===== src/rtl/mem_access_pkg.sv =====
// Shared definitions for the memory-access stage: memop codes,
// FSM state encoding, trap codes and store-lane helpers.
package mem_access_pkg;

    localparam int DEF_XLEN      = 64;
    localparam int DEF_MEMOP_LEN = 4;
    localparam int DEF_TRAP_LEN  = 8;

    localparam logic [DEF_MEMOP_LEN-1:0] MEMOP_NONE = 4'd0;
    localparam logic [DEF_MEMOP_LEN-1:0] MEMOP_LB   = 4'd1;
    localparam logic [DEF_MEMOP_LEN-1:0] MEMOP_LH   = 4'd2;
    localparam logic [DEF_MEMOP_LEN-1:0] MEMOP_LW   = 4'd3;
    localparam logic [DEF_MEMOP_LEN-1:0] MEMOP_LD   = 4'd4;
    localparam logic [DEF_MEMOP_LEN-1:0] MEMOP_LBU  = 4'd5;
    localparam logic [DEF_MEMOP_LEN-1:0] MEMOP_LHU  = 4'd6;
    localparam logic [DEF_MEMOP_LEN-1:0] MEMOP_LWU  = 4'd7;
    localparam logic [DEF_MEMOP_LEN-1:0] MEMOP_SB   = 4'd8;
    localparam logic [DEF_MEMOP_LEN-1:0] MEMOP_SH   = 4'd9;
    localparam logic [DEF_MEMOP_LEN-1:0] MEMOP_SW   = 4'd10;
    localparam logic [DEF_MEMOP_LEN-1:0] MEMOP_SD   = 4'd11;

    localparam logic [DEF_TRAP_LEN-1:0] TRAP_NONE           = 8'd0;
    localparam logic [DEF_TRAP_LEN-1:0] TRAP_LOAD_MISALIGN  = 8'd4;
    localparam logic [DEF_TRAP_LEN-1:0] TRAP_STORE_MISALIGN = 8'd6;

    typedef enum logic [1:0] {
        ST_IDLE = 2'd0,
        ST_REQ  = 2'd1,
        ST_WAIT = 2'd2
    } state_e;

    // One data-memory request as held stable on the bus
    typedef struct packed {
        logic [DEF_XLEN-1:0] addr;
        logic                wen;
        logic [DEF_XLEN-1:0] wdata;
        logic [7:0]          wmask;
    } mem_req_t;

    function automatic logic is_load(input logic [DEF_MEMOP_LEN-1:0] op);
        return (op >= MEMOP_LB) && (op <= MEMOP_LWU);
    endfunction

    function automatic logic is_store(input logic [DEF_MEMOP_LEN-1:0] op);
        return (op >= MEMOP_SB) && (op <= MEMOP_SD);
    endfunction

    function automatic logic [7:0] store_mask(
        input logic [DEF_MEMOP_LEN-1:0] op,
        input logic [2:0]               off
    );
        logic [7:0] m;
        case (op)
            MEMOP_SB: m = 8'h01 << off;
            MEMOP_SH: m = 8'h03 << off;
            MEMOP_SW: m = 8'h0F << off;
            MEMOP_SD: m = 8'hFF;
            default:  m = 8'h00;
        endcase
        return m;
    endfunction

    // Access size not naturally aligned within the doubleword
    function automatic logic misaligned(
        input logic [DEF_MEMOP_LEN-1:0] op,
        input logic [2:0]               off
    );
        logic r;
        case (op)
            MEMOP_LH, MEMOP_LHU, MEMOP_SH: r = off[0];
            MEMOP_LW, MEMOP_LWU, MEMOP_SW: r = |off[1:0];
            MEMOP_LD, MEMOP_SD:            r = |off;
            default:                       r = 1'b0;
        endcase
        return r;
    endfunction

endpackage


===== src/rtl/mem_access_load_align.sv =====
// Load data extraction: shifts the addressed lane of a full doubleword
// down to bit 0 and sign/zero-extends it according to the memop.
module mem_load_align
    import mem_access_pkg::*;
#(
    parameter int XLEN      = DEF_XLEN,
    parameter int MEMOP_LEN = DEF_MEMOP_LEN
) (
    input  logic [XLEN-1:0]      rdata_i,
    input  logic [2:0]           off_i,
    input  logic [MEMOP_LEN-1:0] memop_i,
    output logic [XLEN-1:0]      data_o
);

    logic [XLEN-1:0] d;

    // Lane shift followed by width-dependent extension
    always_comb begin
        d = rdata_i >> {off_i, 3'b000};
        case (memop_i)
            MEMOP_LB:  data_o = {{(XLEN-8){d[7]}}, d[7:0]};
            MEMOP_LH:  data_o = {{(XLEN-16){d[15]}}, d[15:0]};
            MEMOP_LW:  data_o = {{(XLEN-32){d[31]}}, d[31:0]};
            MEMOP_LBU: data_o = {{(XLEN-8){1'b0}}, d[7:0]};
            MEMOP_LHU: data_o = {{(XLEN-16){1'b0}}, d[15:0]};
            MEMOP_LWU: data_o = {{(XLEN-32){1'b0}}, d[31:0]};
            default:   data_o = d;
        endcase
    end

endmodule


===== src/rtl/mem_access.sv =====
// Memory-access stage: one load/store per instruction over a req/rsp
// port, registered result to writeback. Option: MEM_ACCESS_MISALIGN_TRAP_EN.
module mem_access
    import mem_access_pkg::*;
#(
    parameter int XLEN      = DEF_XLEN,
    parameter int MEMOP_LEN = DEF_MEMOP_LEN,
    parameter int TRAP_LEN  = DEF_TRAP_LEN
) (
    input  logic                 clk,
    input  logic                 rst_n,
    input  logic                 in_valid,
    output logic                 in_ready,
    input  logic [XLEN-1:0]      in_pc,
    input  logic [31:0]          in_inst,
    input  logic [4:0]           in_rd_idx,
    input  logic [XLEN-1:0]      in_alu_out,
    input  logic [XLEN-1:0]      in_rs2_data,
    input  logic [MEMOP_LEN-1:0] in_memop,
    input  logic [TRAP_LEN-1:0]  in_trap,
    output logic                 mem_req_valid,
    input  logic                 mem_req_ready,
    output logic [XLEN-1:0]      mem_addr,
    output logic                 mem_wen,
    output logic [XLEN-1:0]      mem_wdata,
    output logic [7:0]           mem_wmask,
    input  logic                 mem_rsp_valid,
    input  logic [XLEN-1:0]      mem_rdata,
    output logic                 out_valid,
    input  logic                 out_ready,
    output logic [XLEN-1:0]      out_pc,
    output logic [31:0]          out_inst,
    output logic [4:0]           out_rd_idx,
    output logic [XLEN-1:0]      out_result,
    output logic [TRAP_LEN-1:0]  out_trap
);

    state_e state_q, state_d;

    logic [XLEN-1:0]      pc_q, alu_q;
    logic [31:0]          inst_q;
    logic [4:0]           rd_q;
    logic [MEMOP_LEN-1:0] memop_q;

    mem_req_t req_q, req_d;

    logic                out_valid_q, out_valid_d;
    logic [XLEN-1:0]     out_pc_q, out_pc_d;
    logic [31:0]         out_inst_q, out_inst_d;
    logic [4:0]          out_rd_q, out_rd_d;
    logic [XLEN-1:0]     out_result_q, out_result_d;
    logic [TRAP_LEN-1:0] out_trap_q, out_trap_d;

    logic                capture, pass, is_mem, mis, out_load;
    logic [2:0]          off_in;
    logic [TRAP_LEN-1:0] pass_trap;
    logic [XLEN-1:0]     ld_data;

    // Classify the incoming instruction: bus access or straight pass-through
    always_comb begin
        off_in = in_alu_out[2:0];
        is_mem = is_load(in_memop) || is_store(in_memop);
`ifdef MEM_ACCESS_MISALIGN_TRAP_EN
        mis = misaligned(in_memop, off_in);
`else
        mis = 1'b0;
`endif
        pass = !is_mem || (in_trap != '0) || mis;
        if (in_trap != '0)
            pass_trap = in_trap;
        else if (mis)
            pass_trap = is_load(in_memop) ? TRAP_LOAD_MISALIGN
                                          : TRAP_STORE_MISALIGN;
        else
            pass_trap = '0;
        capture = in_valid && in_ready;
    end

    mem_load_align #(
        .XLEN      (XLEN),
        .MEMOP_LEN (MEMOP_LEN)
    ) u_load_align (
        .rdata_i (mem_rdata),
        .off_i   (alu_q[2:0]),
        .memop_i (memop_q),
        .data_o  (ld_data)
    );

    // FSM state register
    always_ff @(posedge clk or negedge rst_n) begin
        if (!rst_n) state_q <= ST_IDLE;
        else        state_q <= state_d;
    end

    // FSM next state; responses only count while waiting for one
    always_comb begin
        state_d = state_q;
        unique case (state_q)
            ST_IDLE: if (capture && !pass) state_d = ST_REQ;
            ST_REQ:  if (mem_req_ready)    state_d = ST_WAIT;
            ST_WAIT: if (mem_rsp_valid)    state_d = ST_IDLE;
            default: state_d = ST_IDLE;
        endcase
    end

    // FSM outputs: handshakes and next values of the output register
    always_comb begin
        mem_req_valid = (state_q == ST_REQ);
        in_ready = (state_q == ST_IDLE) && (!out_valid_q || out_ready);

        req_d.addr  = {in_alu_out[XLEN-1:3], 3'b000};
        req_d.wen   = is_store(in_memop);
        req_d.wdata = is_store(in_memop)
                    ? in_rs2_data << {off_in, 3'b000} : '0;
        req_d.wmask = store_mask(in_memop, off_in);

        out_load     = 1'b0;
        out_pc_d     = out_pc_q;
        out_inst_d   = out_inst_q;
        out_rd_d     = out_rd_q;
        out_result_d = out_result_q;
        out_trap_d   = out_trap_q;
        if (capture && pass) begin
            out_load     = 1'b1;
            out_pc_d     = in_pc;
            out_inst_d   = in_inst;
            out_rd_d     = in_rd_idx;
            out_result_d = in_alu_out;
            out_trap_d   = pass_trap;
        end else if (state_q == ST_WAIT && mem_rsp_valid) begin
            out_load     = 1'b1;
            out_pc_d     = pc_q;
            out_inst_d   = inst_q;
            out_rd_d     = rd_q;
            out_result_d = is_load(memop_q) ? ld_data : alu_q;
            out_trap_d   = '0;
        end

        if (out_load)       out_valid_d = 1'b1;
        else if (out_ready) out_valid_d = 1'b0;
        else                out_valid_d = out_valid_q;
    end

    // Latch the instruction fields and bus request at capture
    always_ff @(posedge clk or negedge rst_n) begin
        if (!rst_n) begin
            pc_q    <= '0;
            inst_q  <= '0;
            rd_q    <= '0;
            alu_q   <= '0;
            memop_q <= MEMOP_NONE;
            req_q   <= '0;
        end else if (capture) begin
            pc_q    <= in_pc;
            inst_q  <= in_inst;
            rd_q    <= in_rd_idx;
            alu_q   <= in_alu_out;
            memop_q <= in_memop;
            if (!pass) req_q <= req_d;
        end
    end

    // Writeback output register
    always_ff @(posedge clk or negedge rst_n) begin
        if (!rst_n) begin
            out_valid_q  <= 1'b0;
            out_pc_q     <= '0;
            out_inst_q   <= '0;
            out_rd_q     <= '0;
            out_result_q <= '0;
            out_trap_q   <= '0;
        end else begin
            out_valid_q  <= out_valid_d;
            out_pc_q     <= out_pc_d;
            out_inst_q   <= out_inst_d;
            out_rd_q     <= out_rd_d;
            out_result_q <= out_result_d;
            out_trap_q   <= out_trap_d;
        end
    end

    assign mem_addr   = req_q.addr;
    assign mem_wen    = req_q.wen;
    assign mem_wdata  = req_q.wdata;
    assign mem_wmask  = req_q.wmask;
    assign out_valid  = out_valid_q;
    assign out_pc     = out_pc_q;
    assign out_inst   = out_inst_q;
    assign out_rd_idx = out_rd_q;
    assign out_result = out_result_q;
    assign out_trap   = out_trap_q;

endmodule


===== config.mk =====
export PLATFORM = sky130hd
export DESIGN_NAME = mem_access
export DESIGN_NICKNAME = d
export VERILOG_FILES = /design/src/rtl/mem_access_pkg.sv /design/src/rtl/mem_access_load_align.sv /design/src/rtl/mem_access.sv
export SDC_FILE = /design/constraint.sdc
export NUM_CORES = 1
export LEC_CHECK = 0
export ABC_AREA = 1
export CORE_AREA = 3 3 239 241
export DETAILED_ROUTE_END_ITERATION = 16
export DIE_AREA = 0 0 242 244
export DONT_BUFFER_PORTS = 1
export MAX_ROUTING_LAYER = met4
export SYNTH_ARGS = -nofsm -noshare
export SYNTH_HDL_FRONTEND = slang
export SYNTH_SLANG_ARGS = --single-unit

===== constraint.sdc =====
create_clock -name clk -period 1.55 [get_ports clk]
set_input_delay 0.2325 -clock clk [delete_from_list [all_inputs] [get_ports clk]]
set_output_delay 0.2325 -clock clk [all_outputs]
set_load 0.005 [all_outputs]

==> results of run 1 <==
[cells in the final DEF, fill, tap and decap left out, types with 29 or more instances in the layout]
master and n:
sky130_fd_sc_hd__nand2_1 1215, sky130_fd_sc_hd__dfrtp_1 478, sky130_fd_sc_hd__o21ai_0 273, sky130_fd_sc_hd__nand3_1 235, sky130_fd_sc_hd__inv_1 226, sky130_fd_sc_hd__dlygate4sd3_1 208
sky130_fd_sc_hd__buf_4 106, sky130_fd_sc_hd__nor2_1 83, sky130_fd_sc_hd__o21ai_1 76, sky130_fd_sc_hd__clkbuf_16 76, sky130_fd_sc_hd__nand3_2 71, sky130_fd_sc_hd__nand2_2 59
sky130_fd_sc_hd__buf_12 52, sky130_fd_sc_hd__nand4_1 44, sky130_fd_sc_hd__o21ai_2 40, sky130_fd_sc_hd__nand2_4 29
[synthesized netlist by cell type, types with 10 or more instances]
cell,instances
sky130_fd_sc_hd__nand3_1,309
sky130_fd_sc_hd__nor3_1,12
sky130_fd_sc_hd__clkbuf_1,101
sky130_fd_sc_hd__buf_2,74
sky130_fd_sc_hd__o21ai_1,60
sky130_fd_sc_hd__dfrtp_1,479
sky130_fd_sc_hd__buf_1,20
sky130_fd_sc_hd__buf_4,11
sky130_fd_sc_hd__o22ai_1,10
sky130_fd_sc_hd__nand4_1,44
sky130_fd_sc_hd__or2_2,10
sky130_fd_sc_hd__o21ai_0,332
sky130_fd_sc_hd__inv_1,233
sky130_fd_sc_hd__nand2_1,1299
sky130_fd_sc_hd__o211ai_1,11
sky130_fd_sc_hd__nor2_1,92
sky130_fd_sc_hd__a22oi_1,23
[metal layers]
| metal | vias to the layer above | track usage [%] |
|---|---|---|
| li1 | 10800 | - |
| met2 | 1106 | 50.1 |
| met3 | 251 | 8.96 |
| met1 | 11300 | 35.3 |
| met5 | - | - |
| met4 | 0 | 11.4 |
[cell families after synthesis]
group | synth area share (%)
buf+inv | 7.98
flops | 50.3
mux | 0.336
simple gates | 30.7
other cells | 0.0157
compound gates | 10.6
[flip-flops by register name, summed over array words and instances (netlist names), 2 cells and up]
name        flops
alu_q          64
mem_addr       61
out_inst       32
inst_q         32
mem_wdata      64
rd_q            5
out_rd_idx      5
out_trap        8
mem_wmask       8
out_pc         64
state_q         2
pc_q           64
out_result     64
memop_q         4
[power by group through the flow]
stage               Clock [W]  Sequential, W  Combinational (W)
detailed placement          0         0.0155            0.00641
CTS                    0.0134         0.0153            0.00726
floorplan                   0         0.0149            0.00407
global placement            0         0.0155            0.00630
finish                 0.0131         0.0153            0.00854
global route           0.0139         0.0155            0.00933
[final timing paths]
check / slack (ps) / to / from
max in group asynchronous: 920 / mem_wdata[23]$_DFFE_PN0P_ / rst_n
setup reg to reg: -260 / out_result[32]$_DFFE_PN0P_ / alu_q[0]$_DFFE_PN0P_
hold / removal: -680 / mem_addr[40]$_DFFE_PN0P_ / rst_n
hold reg to reg: 470 / inst_q[16]$_DFFE_PN0P_ / inst_q[16]$_DFFE_PN0P_
setup / recovery: -260 / out_result[32]$_DFFE_PN0P_ / alu_q[0]$_DFFE_PN0P_
min in group clk: 40 / mem_wdata[14]$_DFFE_PN0P_ / in_alu_out[0]
[critical path: cells and delay by family, from the launching register on]
| kind | cells | cell delay, ps |
|---|---|---|
| flip-flops | 1 | 390 |
| AND/OR/NAND/NOR | 8 | 800 |
| buffers and inverters | 4 | 510 |
[per-stage QoR]
step | util, % | power (W) | cell area, um2 | worst slack (ps) | hold WS, ps
6_report | 57.9 | 0.0370 | 31900 | -262 | -676
4_1_cts | 54.4 | 0.0360 | 30000 | -214 | -709
3_3_place_gp | 46.5 | 0.0218 | 25600 | -405 | -52.5
5_1_grt | 57.9 | 0.0387 | 31900 | -318 | -707
3_5_place_dp | 46.5 | 0.0219 | 25600 | -397 | -50.9
2_1_floorplan | - | 0.0190 | 23800 | 9.23 | -63.1
[final cells by class]
| type | count | area (um2) |
|---|---|---|
| clock buffer | 73 | 1440 |
| antenna | 7 | 17.5 |
| fill | 4926 | 23200 |
| clock inverter | 21 | 355 |
| multi-input combinational | 2265 | 11000 |
| timing repair inverter | 1 | 5.00 |
| inverter | 240 | 951 |
| sequential | 479 | 12000 |
| timing repair buffer | 432 | 5210 |
| tap | 748 | 936 |
[timing repair]
action / in CTS / in global routing
resized for setup: 86 / 321
buffers inserted: 6 / 17
hold endpoints to repair: 943 / 479
pin swaps: 8 / 116
cloned: 5 / 32
endpoints found under the setup margin: 469 / 470
==> out/summary.md, run 1 <==
Finish
* 16.0% — share of cells above drive strength 1
* 4266 — final standard cell count with taps included and fillers excluded
* 3782 — Final Net Count
* 33.9% — Layout Area Growth over Synthesis

Setup path
* sky130_fd_sc_hd__nand2_1 — dominant cell type by count on the critical path
* flop — crit end category
* sky130_fd_sc_hd__dfrtp_2 — Slowest cell on crit path
* 7 — maximum fanout count along the critical path
* flop to flop — startpoint-to-endpoint class of the critical path
* 390 ps — Largest stage delay, worst path
* 2310 ps — data arrival time of the critical path
* 12 — R2R cell count
* flop — startpoint type of the worst setup path
* buf_12 -> clkinv_8 -> buf_12 -> buf_4 -> nand2_1 -> nand3_2 -> nand2_1 -> nor2_1 -> nor2_1 -> nand4_1 -> nand2_1 -> nand2_1 — cells along the critical path
* 2040 ps — Data required, critical path

Worst hold path
* primary input to asynchronous set/reset pin — worst min-delay path class

Timing
* 436 — number of setup violations in the final report
* 151 — Slew Limit Fails
* -8.09% — worst slew margin relative to its limit
* 25.1 ps — final setup skew
* 1810 ps — Final min period
* -61980 ps — sum of negative setup slack
* 1620 ps — transition time at the pin with the least slew margin
* true — RSZ-0062 raised after global routing
* 552 MHz — maximum frequency from static timing analysis
* -262 ps — final critical-path setup slack
* -676 ps — Worst Hold Margin
* 479 — endpoints failing hold
* 117% — Period Utilization, post-route

Clock network
* 2 — number of H-tree levels
* 479 — TritonCTS Sinks
* 60 ps — clock-pin slew on the worst setup and hold paths
* sky130_fd_sc_hd__clkbuf_16 — Clk Tree Root Cell
* 3 — Clock Path Buffers
* 210 — hold-fix buffers at CTS
* 52 — clock buffers created by TritonCTS
* 630 ps — clock insertion delay at the later pin of the skew report
* yes — TritonCTS clock tree

Placed design
* 3897 — count of placed standard cells including taps
* 62700 um — detailed placement HPWL
* 0.941 — gpl congestion
* 0 — Port Buffers

Routing
* 35300 um — wire length on met1
* 23400 — detailed-route via count
* 6 — DR pass1 iterations
* 2096 — first-iteration detailed-routing DRC count
* 5.50 — Avg Vias per Cell
* met4 — top layer in use
* 45700 um — detailed-routed wire length on met2
* 0 — post-detailed-route count of antenna-violating nets
* 22.1 um — routed length per placed instance
* 9250 um — met3 wirelength from detailed routing
* 0 — Remaining DRCs
* 94400 um — total routed wirelength

Power and ir drop
* 0.000875 V — largest vdd supply drop
* 23.1% — fraction of power consumed by combinational cells
* 16.2 nW — static leakage power
* 1160 nW/um2 — Pwr Density
* 35.5% — clock network fraction of total power
* 0.0253 W — P_int
* 31.6% — share of total power consumed by net switching
* 41.5% — part of the total power dissipated in sequential elements
* 0.0117 W — switching power

Die
* 59000 um2 — DIE AREA
* 55100 um2 — core area
* 242 um — width of the chip
* 624 — number of primary I/O pins
* 43.2% — Initial Utilization
* 86 — standard-cell row count
* 244 um — die extent in y

Logic synthesis
* 7.45 um2 — Mean Syn Cell Area
* 100% — Post-synth ARST share
* 0 — number of enable-type register cells in the synthesized netlist
* 3195 — count of mapped cells out of synthesis
* sky130_fd_sc_hd__dfrtp_1 — Most used DFF post-synth
* 50.3% — top cell type's share of synthesized area
* sky130_fd_sc_hd__dfrtp_1 — dominant cell type by area after synthesis
* sky130_fd_sc_hd__dfrtp_1 (50%), sky130_fd_sc_hd__nand2_1 (20%), sky130_fd_sc_hd__o21ai_0 (7.0%) — most area-consuming cells after synthesis
* 23800 um2 — post-synthesis instance area
* 50.3% — part of the Yosys area used for sequential elements
* 479 — post-synthesis register bit count
* 36 — distinct cell type count of the synthesized netlist
* 0 — warnings from Yosys

GRT
* 30.4% — Total GRT Usage
* 480 — maximum number of pins on one net before global-route repair
* 6 — antenna violations before repair
* 136000 um — global-route wire length before repair
* 0 — Congestion Overflow GR
* 22500 — via count of the first global-routing pass

Run
* 0 — number of max-capacitance violations reported

Outcome
* finished, violations left — outcome
* hold timing, slew limit, setup timing — failing checks

No activity file was read; power rests on OpenSTA's default activity.
==> run 2, diff against run 1 <==
Settings changed: TNS_END_PERCENT from default to 100.
==> results of run 2 <==
No change in the layout: final DEF, timing and power equal those of run 1.
